## src/rtl/vga_fb_fetch_ctrl.sv

```systemverilog
// vga_fb_fetch_ctrl: frame-buffer fetch scheduler for the 1-bit VGA path.
// Keeps the pixel FIFO topped up with fixed-length 16-bit burst reads and
// restarts from the latched base address on every vertical sync.
// Optional build macro: VGA_FETCH_UNDERRUN_EN adds sticky underrun detection;
// without it, underrun is tied low.
module vga_fb_fetch_ctrl #(
    parameter int unsigned ADDR_W      = 32,
    parameter int unsigned LEVEL_W     = 9,
    parameter int unsigned FIFO_DEPTH  = 256,
    parameter int unsigned BURST_LEN   = 16,
    parameter int unsigned FRAME_WORDS = 19200
) (
    input  logic              vga_clk,
    input  logic              reset,
    input  logic              enable,
    input  logic [ADDR_W-1:0] base_addr,
    input  logic              vs_n,
    input  logic [LEVEL_W-1:0] fifo_usedw,
    output logic              fifo_clr,
    output logic              fifo_wr,
    output logic [15:0]       fifo_wdata,
    output logic [ADDR_W-1:0] mem_address,
    output logic              mem_read,
    output logic [7:0]        mem_burstcount,
    input  logic              mem_waitrequest,
    input  logic [15:0]       mem_readdata,
    input  logic              mem_readdatavalid,
    output logic              underrun
);

    localparam int unsigned CNT_W = $clog2(FRAME_WORDS + 1);
    localparam int unsigned OUT_W = LEVEL_W + 1;
    localparam int unsigned SUM_W = LEVEL_W + 2;

    localparam logic [CNT_W-1:0]  FRAME_LAST  = CNT_W'(FRAME_WORDS);
    localparam logic [SUM_W-1:0]  SPACE_LIMIT = SUM_W'(FIFO_DEPTH - BURST_LEN);
    localparam logic [ADDR_W-1:0] ADDR_STEP   = ADDR_W'(2 * BURST_LEN);
    localparam logic [OUT_W-1:0]  BURST_OUT   = OUT_W'(BURST_LEN);

    typedef enum logic [2:0] {
        IDLE,
        FLUSH,
        WAIT_SPACE,
        REQ,
        RECV,
        DONE
    } state_t;

    state_t            state;
    state_t            next_state;
    logic              vs_d;
    logic [ADDR_W-1:0] addr;
    logic [CNT_W-1:0]  word_cnt;
    logic [CNT_W-1:0]  word_cnt_next;
    logic [OUT_W-1:0]  outstanding;
    logic              pending;

    logic              frame_start;
    logic              beat;
    logic              discard;
    logic              space_ok;
    logic              restart;
    logic              accept;
    logic              set_pending;

    assign frame_start = vs_d & ~vs_n;
    assign beat        = (state == RECV) && mem_readdatavalid;
    // Data of a burst straddling a frame start belongs to the old frame.
    assign discard     = pending | frame_start;
    assign space_ok    = ({2'b00, fifo_usedw} + {1'b0, outstanding}) <= SPACE_LIMIT;

    // Word counter advances on kept beats and saturates at one frame.
    always_comb begin
        word_cnt_next = word_cnt;
        if (beat && !discard && (word_cnt != FRAME_LAST)) begin
            word_cnt_next = word_cnt + CNT_W'(1);
        end
    end

    // Next-state logic and datapath control strobes.
    always_comb begin
        next_state  = state;
        restart     = 1'b0;
        accept      = 1'b0;
        set_pending = 1'b0;
        unique case (state)
            IDLE: begin
                if (enable && frame_start) restart = 1'b1;
            end
            FLUSH: begin
                if (frame_start) restart = 1'b1;
                else             next_state = WAIT_SPACE;
            end
            WAIT_SPACE: begin
                if (frame_start)                  restart = 1'b1;
                else if (!enable)                 next_state = IDLE;
                else if (word_cnt >= FRAME_LAST)  next_state = DONE;
                else if (space_ok)                next_state = REQ;
            end
            REQ: begin
                set_pending = frame_start;
                if (!mem_waitrequest) begin
                    accept     = 1'b1;
                    next_state = RECV;
                end
            end
            RECV: begin
                set_pending = frame_start;
                if (beat && (outstanding == OUT_W'(1))) begin
                    if (discard)                           restart = 1'b1;
                    else if (word_cnt_next == FRAME_LAST)  next_state = DONE;
                    else if (!enable)                      next_state = IDLE;
                    else                                   next_state = WAIT_SPACE;
                end
            end
            DONE: begin
                if (enable && frame_start) restart = 1'b1;
            end
            default: next_state = IDLE;
        endcase
        if (restart) next_state = FLUSH;
    end

    // State register.
    always_ff @(posedge vga_clk or posedge reset) begin
        if (reset) state <= IDLE;
        else       state <= next_state;
    end

    // Address, counters, pending frame start and the flush pulse.
    always_ff @(posedge vga_clk or posedge reset) begin
        if (reset) begin
            vs_d        <= 1'b1;
            addr        <= '0;
            word_cnt    <= '0;
            outstanding <= '0;
            pending     <= 1'b0;
            fifo_clr    <= 1'b0;
        end else begin
            vs_d     <= vs_n;
            fifo_clr <= restart;
            if (restart) begin
                addr        <= base_addr;
                word_cnt    <= '0;
                outstanding <= '0;
                pending     <= 1'b0;
            end else begin
                if (accept) begin
                    addr        <= addr + ADDR_STEP;
                    outstanding <= outstanding + BURST_OUT;
                end else if (beat) begin
                    outstanding <= outstanding - OUT_W'(1);
                end
                word_cnt <= word_cnt_next;
                if (set_pending) pending <= 1'b1;
            end
        end
    end

    assign fifo_wr        = beat & ~discard;
    assign fifo_wdata     = fifo_wr ? mem_readdata : '0;
    assign mem_read       = (state == REQ);
    assign mem_address    = addr;
    assign mem_burstcount = 8'(BURST_LEN);

`ifdef VGA_FETCH_UNDERRUN_EN
    logic starve;
    logic starve_d;
    logic underrun_q;

    assign starve = (fifo_usedw == '0) &&
                    (state inside {WAIT_SPACE, REQ, RECV}) &&
                    (word_cnt < FRAME_LAST);

    // Sticky flag after two consecutive starved cycles; frame start clears it.
    always_ff @(posedge vga_clk or posedge reset) begin
        if (reset) begin
            starve_d   <= 1'b0;
            underrun_q <= 1'b0;
        end else if (restart) begin
            starve_d   <= 1'b0;
            underrun_q <= 1'b0;
        end else begin
            starve_d <= starve;
            if (starve && starve_d) underrun_q <= 1'b1;
        end
    end

    assign underrun = underrun_q;
`else
    assign underrun = 1'b0;
`endif

endmodule

```

## config.mk

```make
export PLATFORM = sky130hd
export DESIGN_NAME = vga_fb_fetch_ctrl
export DESIGN_NICKNAME = d
export VERILOG_FILES = /design/src/rtl/vga_fb_fetch_ctrl.sv
export SDC_FILE = /design/constraint.sdc
export NUM_CORES = 1
export LEC_CHECK = 0
export CAP_MARGIN = 20
export CORE_MARGIN = 5
export CORE_UTILIZATION = 35
export DETAILED_ROUTE_END_ITERATION = 8
export DONT_BUFFER_PORTS = 1
export GPL_TIMING_DRIVEN = 0
export PLACE_DENSITY = 0.48
export SLEW_MARGIN = 20
export SYNTH_ARGS = -nofsm -noshare
export SYNTH_HDL_FRONTEND = slang
export SYNTH_SLANG_ARGS = --single-unit
```

## constraint.sdc

```tcl
create_clock -name vga_clk -period 6.85 [get_ports vga_clk]
set_input_delay 1.37 -clock vga_clk [delete_from_list [all_inputs] [get_ports vga_clk]]
set_output_delay 1.37 -clock vga_clk [all_outputs]
set_load 0.005 [all_outputs]
```

### Word level (Yosys, flattened, before mapping)

Cells that the tools add are included.
W data, S select, Z words.

* $add $sub $neg: 5
* magnitude comparators: 2
* equality and inequality tests: 15
* multiplexer cells: 30
* bitwise gates (word level): 5
* reductions and logical operators: 14

Operators by type and width (count)
* $mux W32: 2
* $add A32 B6 Y32 const B: 1
* $mux W10: 3
* $mux W15: 2
* $mux W3: 10
* $mux W16: 1
* $add A15 B1 Y15 const B: 1
* $eq A15 B15 Y1 const B: 1
* $ge A15 B15 Y1 const B: 1
* $ne A15 B15 Y1 const B: 1
* $pmux W3 S5: 1
* $add A9 B10 Y11: 1
* $le A11 B8 Y1 const B: 1
* $add A10 B5 Y10 const B: 1
* $eq A10 B1 Y1 const B: 1
* $sub A10 B1 Y10 const B: 1
* $mux W1: 9
* $ne A3 B3 Y1 const B: 3
* $reduce_and A7 Y1: 1
* $eq A3 B2 Y1 const B: 2
* $eq A3 B3 Y1 const B: 2
* $ne A3 B2 Y1 const B: 2
* $reduce_or A2 Y1: 3
* $logic_and A1 B1 Y1: 5
* other kinds (12): 15

* register bits: 63
* input port bits: 63
* output and inout bits: 60
* logic and storage cells: 78

### Longest topological paths before layout

Gate-level depths: netlist of the first run.

* word-level depth: 13
* gate-level depth with buffers: 11
* depth with buffers taken out: 10

### Worst setup path after synthesis of the first run

Ideal clock, no wire load.

* kind: input -> output
* start: in vs_n
* end: out fifo_wdata[10]
* arrival time: 2.369 ns
* data required time: 5.480 ns
* setup slack: 3.111 ns
* stages: 5
* path buffers: 2
* cells stage by stage: nor2b_1 > nor3_4 > clkbuf_1 > clkbuf_1 > and2_1

* longest elaborated chain between the ends: 6

Ends and longest elaborated chain
* from (decl): RTL line 17 `input logic vs_n,`
* $not A1 Y1: RTL line 66 `assign frame_start = vs_d & ~vs_n;`
* $and A1 B1 Y1: RTL line 66
* $or A1 B1 Y1: RTL line 69 `assign discard = pending | frame_start;`
* $not A1 Y1: RTL line 160 `assign fifo_wr = beat & ~discard;`
* $and A1 B1 Y1: RTL line 160
* net fifo_wr: RTL line 20 `output logic fifo_wr,`
* $mux W16: RTL line 161 `assign fifo_wdata = fifo_wr ? mem_readdata : '0;`
* to (decl): RTL line 21 `output logic [15:0] fifo_wdata,`

The timed path passes the listed nets, and every way through them passes these cells.

### Worst setup path in the final report of the first run

* start: in vs_n
* end: out fifo_wdata[8]

The elaborated chain is that of the path after synthesis.

==> flow_summary.ini, run 1 <==
[yosys]
syn_area_um2 = 4420
yosys_warnings = 0
netlist_top_cells_area = dfrtp_1 (35%), xor2_1 (5.1%), ha_1 (4.8%), nand2_1 (4.5%), nor2_1 (4.5%)
syn_area_per_cell_um2 = 8.88
yosys_most_used_dff = dfrtp_1
yosysSeqAreaShare = 0.357
synth-edff-count = 0
synthCells = 498
async_flop_share = 1.00
ys_ff_latch = 63
synth_top_area_cell = dfrtp_1
ys_types = 69
synth_top_area_share = 0.351

[floorplanning]
die_height_um = 122
start_util = 0.353
rows = 41
core_region_area_um2 = 12500
die_w_um = 122
die_area_um2 = 15000
io_pins = 123

[timing]
tns_ps = 0
rsz0062_at_grt = no
finalCritPeriodShare = 0.586
tightest_slew_ps = 605
report.final.slew_viol_count = 0
clock_skew_ps = 4.95
period_needed_ps = 4010
slew_headroom = 0.597
report.final.setup_viol = 0
finalHoldWorstSlack_ps = 540
fmax_ghz = 0.249
hold_viol_final = 0

[power_and_ir_drop]
p_clk_frac = 0.273
internal_power_mw = 1.10
p_sw_frac = 0.372
p_per_area_nw_per_um2 = 349
seqPwrFrac = 0.398
combinationalPowerShare = 0.328
switchingPower_uw = 649
vdd_drop_max_v = 0.000156
p_leak_nw = 2.13

[cts]
post_cts_buffers = 0
cts_inserted_buffers = 9
clk_pin_slew_ps = 50
ctsResizeCount = 0
cts_sinks = 63
max-clock-path-buffers = 2
cts_tree = yes
ctsHtreeMaxLevel = 3
clock_latency_ps = 330
hold_buffers = 0
cts-root-buf = clkbuf_16

[route]
drt_iter0_markers = 152
firstDrtPassIters = 6
ant_nets = 0
via_per_inst = 5.21
wl_per_cell_um = 16.3
totalWireLength_um = 11300
route.detailed.drc = 0
vias = 3613

[hold_path]
hold_depth = 1
hp-start = mem_address[0]$_DFFE_PP0P_
min_to = mem_address[0]$_DFFE_PP0P_
hp-class = reg -> reg

[placed_design]
io_buffers = 0
dp_cells = 678
gp_congestion = 0.869
post-dp-hpwl_um = 8590

[setup_path]
required_ps = 5480
cp_max_fo = 10
path_cells = nor2b_1 > nor3_4 > clkbuf_1 > clkbuf_1 > and2_1
r2r_cells = 10
cp_common_cell = clkbuf_1
worstSetupEndpointType = output pin
max_stage_delay_ps = 370
critPathLaunchType = input pin
rr_endpoint = state[0]$_DFFE_PP0P_
r2r_start = outstanding[0]$_DFFE_PP0P_
worst-path-stages = 5
criticalPathCategory = in -> out
critPathBufInv = 2
crit_arrival_ps = 2640
reg2reg_slack_ps = 3870
crit_family = simple AND/OR/NAND/NOR gates
crit_slowest_cell = nor3_4

[global_route]
grt_antenna_before_repair = 0
grt_pass1_wl_um = 18500
grt-ovfl-total = 0
grt_usage = 0.157
grt_max_degree = 45
grt_pass1_vias = 3585

[cells_and_area]
drive_above_1_share = 0.136
layout_commonest_cell = dfrtp_1
antenna_cells = 0
most-common-layout-cells = dfrtp_1 (62), nor2_1 (53), nand2_1 (53)
syn_to_final_growth_pct = 13.2
nets = 598
finalNonFillerCells = 694

[run_status]
status = complete, no violations

[flow_run]
max-cap-violations = 0
worst max path at each step:
stage                      startpoint             end  slack, ps
finish                           vs_n   fifo_wdata[8]       2840
global route        mem_readdatavalid   fifo_wdata[8]       2600
CTS                              vs_n   fifo_wdata[8]       2780
detailed placement               vs_n   fifo_wdata[8]       2780
global placement                 vs_n  fifo_wdata[10]       2840
floorplan                        vs_n  fifo_wdata[10]       3110
cell type report:
type / instances / area, um2
fill: 1300 / 7510
multi-input combinational: 393 / 2560
sequential: 63 / 1580
clock buffer: 13 / 270
buffer: 32 / 248
tap: 172 / 215
inverter: 17 / 66.3
clock inverter: 3 / 40.0
timing repair buffer: 1 / 27.5
worst reg2reg max path, stage by stage, from the launching register on:
cell       delay [ps]
dfrtp_1           430
ha_1              250
fa_1              430
a211o_1           290
a21o_1            180
a21o_1            170
a21o_1            170
a211oi_1          240
o31ai_1           160
a2111oi_0         440
nor3_1            110
registers in the layout, summed over array words and instances (netlist names):
| name | cells |
|---|---|
| pending | 1 |
| vs_d | 1 |
| state | 3 |
| mem_address | 32 |
| word_cnt | 15 |
| fifo_clr | 1 |
| outstanding | 10 |
cell families (layout without fill, tap and decap cells):
| family | count (synthesis) | after routing | share of synthesized area |
|---|---|---|---|
| other | 2 | 9 | 0.00170 |
| AND/OR/NAND/NOR | 229 | 229 | 0.279 |
| AO/OA/AOI/OAI | 83 | 83 | 0.127 |
| flip-flops | 63 | 63 | 0.357 |
| buffers and inverters | 49 | 66 | 0.0704 |
| adder cells (fa/ha/maj) | 18 | 18 | 0.0526 |
| XOR/XNOR | 45 | 45 | 0.0891 |
| multiplexers | 9 | 9 | 0.0226 |
per-layer routing:
| layer | global-route usage | share of wire | vias up |
|---|---|---|---|
| met5 | 0 | 0 | - |
| met4 | 0.0546 | 0.012 | 0 |
| met3 | 0.0539 | 0.071 | 10 |
| met2 | 0.235 | 0.45 | 81 |
| met1 | 0.212 | 0.47 | 1753 |
| li1 | - | - | 1769 |
power groups by stage:
stage	sequential, mW	clock [mW]	combinational (mW)
finish	0.695	0.477	0.573
global route	0.723	0.507	0.648
CTS	0.698	0.489	0.578
detailed placement	0.704	0	0.574
global placement	0.700	0	0.558
floorplan	0.645	0	0.474
stage by stage:
step	instance area, um2	total power [mW]	worst slack (ps)	utilization
2_1_floorplan	4450	1.12	3110	-
3_3_place_gp	4660	1.26	2840	0.373
3_5_place_dp	4690	1.28	2780	0.375
4_1_cts	5000	1.76	2780	0.400
5_1_grt	5000	1.88	2600	0.400
6_report	5000	1.74	2840	0.400
cells in the mapped netlist, types with 8 or more instances:
| master | count |
|---|---|
| nor4_1 | 9 |
| buf_4 | 10 |
| xnor2_1 | 19 |
| nand3_1 | 20 |
| o21ai_0 | 29 |
| ha_1 | 17 |
| a21oi_1 | 9 |
| xor2_1 | 26 |
| nand4_1 | 13 |
| inv_1 | 17 |
| and3_1 | 11 |
| dfrtp_1 | 62 |
| nor3_1 | 12 |
| nor2_1 | 53 |
| and2_1 | 18 |
| mux2_2 | 8 |
| nand2_1 | 53 |
No activity file was read; power rests on OpenSTA's default activity.
==> run 2, diff against run 1 <==
- clock period: 6.85 -> 3.77 ns (I/O delays scaled with it)
==> results of run 2 <==
Same layout as run 1 (identical final DEF). Status: complete, no violations.
Main changes from that run: setup slack after placement 2780 ps -> 503 ps; setup slack after layout 2840 ps -> 790 ps; hold slack 540 ps -> 246 ps; start point of the critical path vs_n -> outstanding[0]$_DFFE_PP0P_; end point of the critical path fifo_wdata[8] -> state[0]$_DFFE_PP0P_; register-to-register setup slack 3870 ps -> 790 ps; total power 1.74 mW -> 3.17 mW; worst IR drop on VDD 0.000156 V -> 0.000283 V
==> run 3, diff against run 2 <==
- clock period: 3.77 -> 2.85 ns (I/O delays scaled with it)
==> run 3 against run 2 <==
Core utilization is 0.20 points higher. Count of clock-buffer cells in the layout is 1 lower. Power is 34% higher. First-iteration DRC count is 1.3% lower. Sequential power is 33% higher. Largest power group unchanged. Via count hardly changed. Cell area is 0.50% higher. Flip-flop and latch count stayed put. Largest cell class unchanged. Die area stayed put. Sequential share of layout area is 0.16 points lower. Non-clock buffer count is 1 higher. Setup slack worse by 640 ps.
==> flow_summary.ini, run 3 (synthesis gave the netlist of run 1 again) <==
[run_status]
status = complete, no violations

[cts]
clock_latency_ps = 330
max-clock-path-buffers = 2
hold_buffers = 0
clk_pin_slew_ps = 50
cts_tree = yes
ctsHtreeMaxLevel = 3
cts_sinks = 63
cts-root-buf = clkbuf_16
cts_inserted_buffers = 9

[global_route]
grt-ovfl-total = 0
grt_usage = 0.158
grt_antenna_before_repair = 0
grt_pass1_vias = 3610
grt_max_degree = 44
grt_pass1_wl_um = 18800

[setup_path]
r2r_cells = 10
worstSetupEndpointType = flop
crit_family = compound AO/OA/AOI/OAI gates
criticalPathCategory = reg -> reg
r2r_start = outstanding[0]$_DFFE_PP0P_
cp_common_cell = a21o_1
critPathLaunch = outstanding[0]$_DFFE_PP0P_
crit_slowest_cell = dfrtp_1
required_ps = 3050
critPathBufInv = 0
worst-path-stages = 10
critPathLaunchType = flop
max_stage_delay_ps = 400
crit_arrival_ps = 2900
cp_max_fo = 3
path_cells = ha_1 > fa_2 > a211o_1 > a21o_1 > a21o_1 > a21o_1 > a211oi_2 > o31ai_2 > a2111oi_2 > nor3_1

[cells_and_area]
nets = 599
final_area_um2 = 5030
fin_util = 0.402
drive_above_1_share = 0.145
layout_commonest_cell = dfrtp_1
most-common-layout-cells = dfrtp_1 (62), nor2_1 (53), nand2_1 (53)
syn_to_final_growth_pct = 13.7
finalNonFillerCells = 695
largest_reg_flops = 32
antenna_cells = 0

[floorplanning]
rows = 41
io_pins = 123
die_height_um = 122
core_region_area_um2 = 12500
start_util = 0.353
die_area_um2 = 15000
die_w_um = 122

[timing]
hold_viol_final = 0
slew_headroom = 0.614
report.final.setup_viol = 0
setup_ws_ps = 149
period_needed_ps = 2700
report.final.slew_viol_count = 0
finalCritPeriodShare = 0.948
tightest_slew_ps = 573
clock_skew_ps = 7.76
rsz0062_at_grt = no
fmax_ghz = 0.370
finalHoldWorstSlack_ps = 67.9
tns_ps = 0

[placed_design]
dp_cells = 678
post-dp-hpwl_um = 8490
dpl_cell_area_um2 = 4690
gp_congestion = 0.871
post-place-ws_ps = -192
io_buffers = 0

[hold_path]
hp-class = in -> async

[route]
drt_iter0_markers = 150
ant_nets = 0
firstDrtPassIters = 5
route.detailed.drc = 0
vias = 3610
totalWireLength_um = 11400
via_per_inst = 5.19
wl_per_cell_um = 16.4

[power_and_ir_drop]
p_leak_nw = 2.14
vdd_drop_max_v = 0.000440
p_per_area_nw_per_um2 = 843
total_power_mw = 4.24

[flow_run]
max-cap-violations = 0
run 3: cell types whose count changed in the layout (fill, tap and decap cells not counted), sizes merged:
cell	delta
buf	+1
bufinv	+1
clkbuf	-1
run 3: final timing paths:
kind                                               to  slack [ps]
min                        mem_address[3]$_DFFE_PP0P_          70
max in group asynchronous              vs_d$_DFF_PP1_        2220
max reg2reg                      state[0]$_DFFE_PP0P_         150
min in group vga_clk                   vs_d$_DFF_PP1_         230
min reg2reg                mem_address[4]$_DFFE_PP0P_         540
max                              state[0]$_DFFE_PP0P_         150
run 3: per-layer routing:
metal / global-route usage / up-vias / part of all wire
met4: 0.0623 / 0 / 0.019
met2: 0.237 / 98 / 0.45
met1: 0.215 / 1726 / 0.46
met3: 0.0456 / 18 / 0.073
met5: 0 / - / 0
li1: - / 1768 / -
run 3: where the power goes:
group	internal [mW]	total, mW	switching [mW]
registers	1.22	1.67	0.454
clock network	0.763	1.16	0.401
logic	0.685	1.41	0.723
total	2.66	4.24	1.58
run 3: worst reg2reg max path, cell delays in order, from the launching register on:
cell and delay [ps]:
dfrtp_1 400, ha_1 230, fa_2 370, a211o_1 280, a21o_1 170, a21o_1 170
a21o_1 180, a211oi_2 240, o31ai_2 120, a2111oi_2 310, nor3_1 90
run 3: cell type report:
| cell class | count | area (um2) |
|---|---|---|
| clock buffer | 12 | 236 |
| fill | 1294 | 7490 |
| tap | 172 | 215 |
| buffer | 32 | 250 |
| multi-input combinational | 393 | 2580 |
| clock inverter | 4 | 70.1 |
| inverter | 17 | 66.3 |
| timing repair buffer | 2 | 35.0 |
| sequential | 63 | 1580 |
run 3: timing repair:
item | CTS | global route
gates resized for setup | 2 | 7
buffers inserted | 1 | 0
pin swaps | 1 | 1
hold endpoints to repair | 0 | 0
endpoints found under the setup margin | 1 | 10
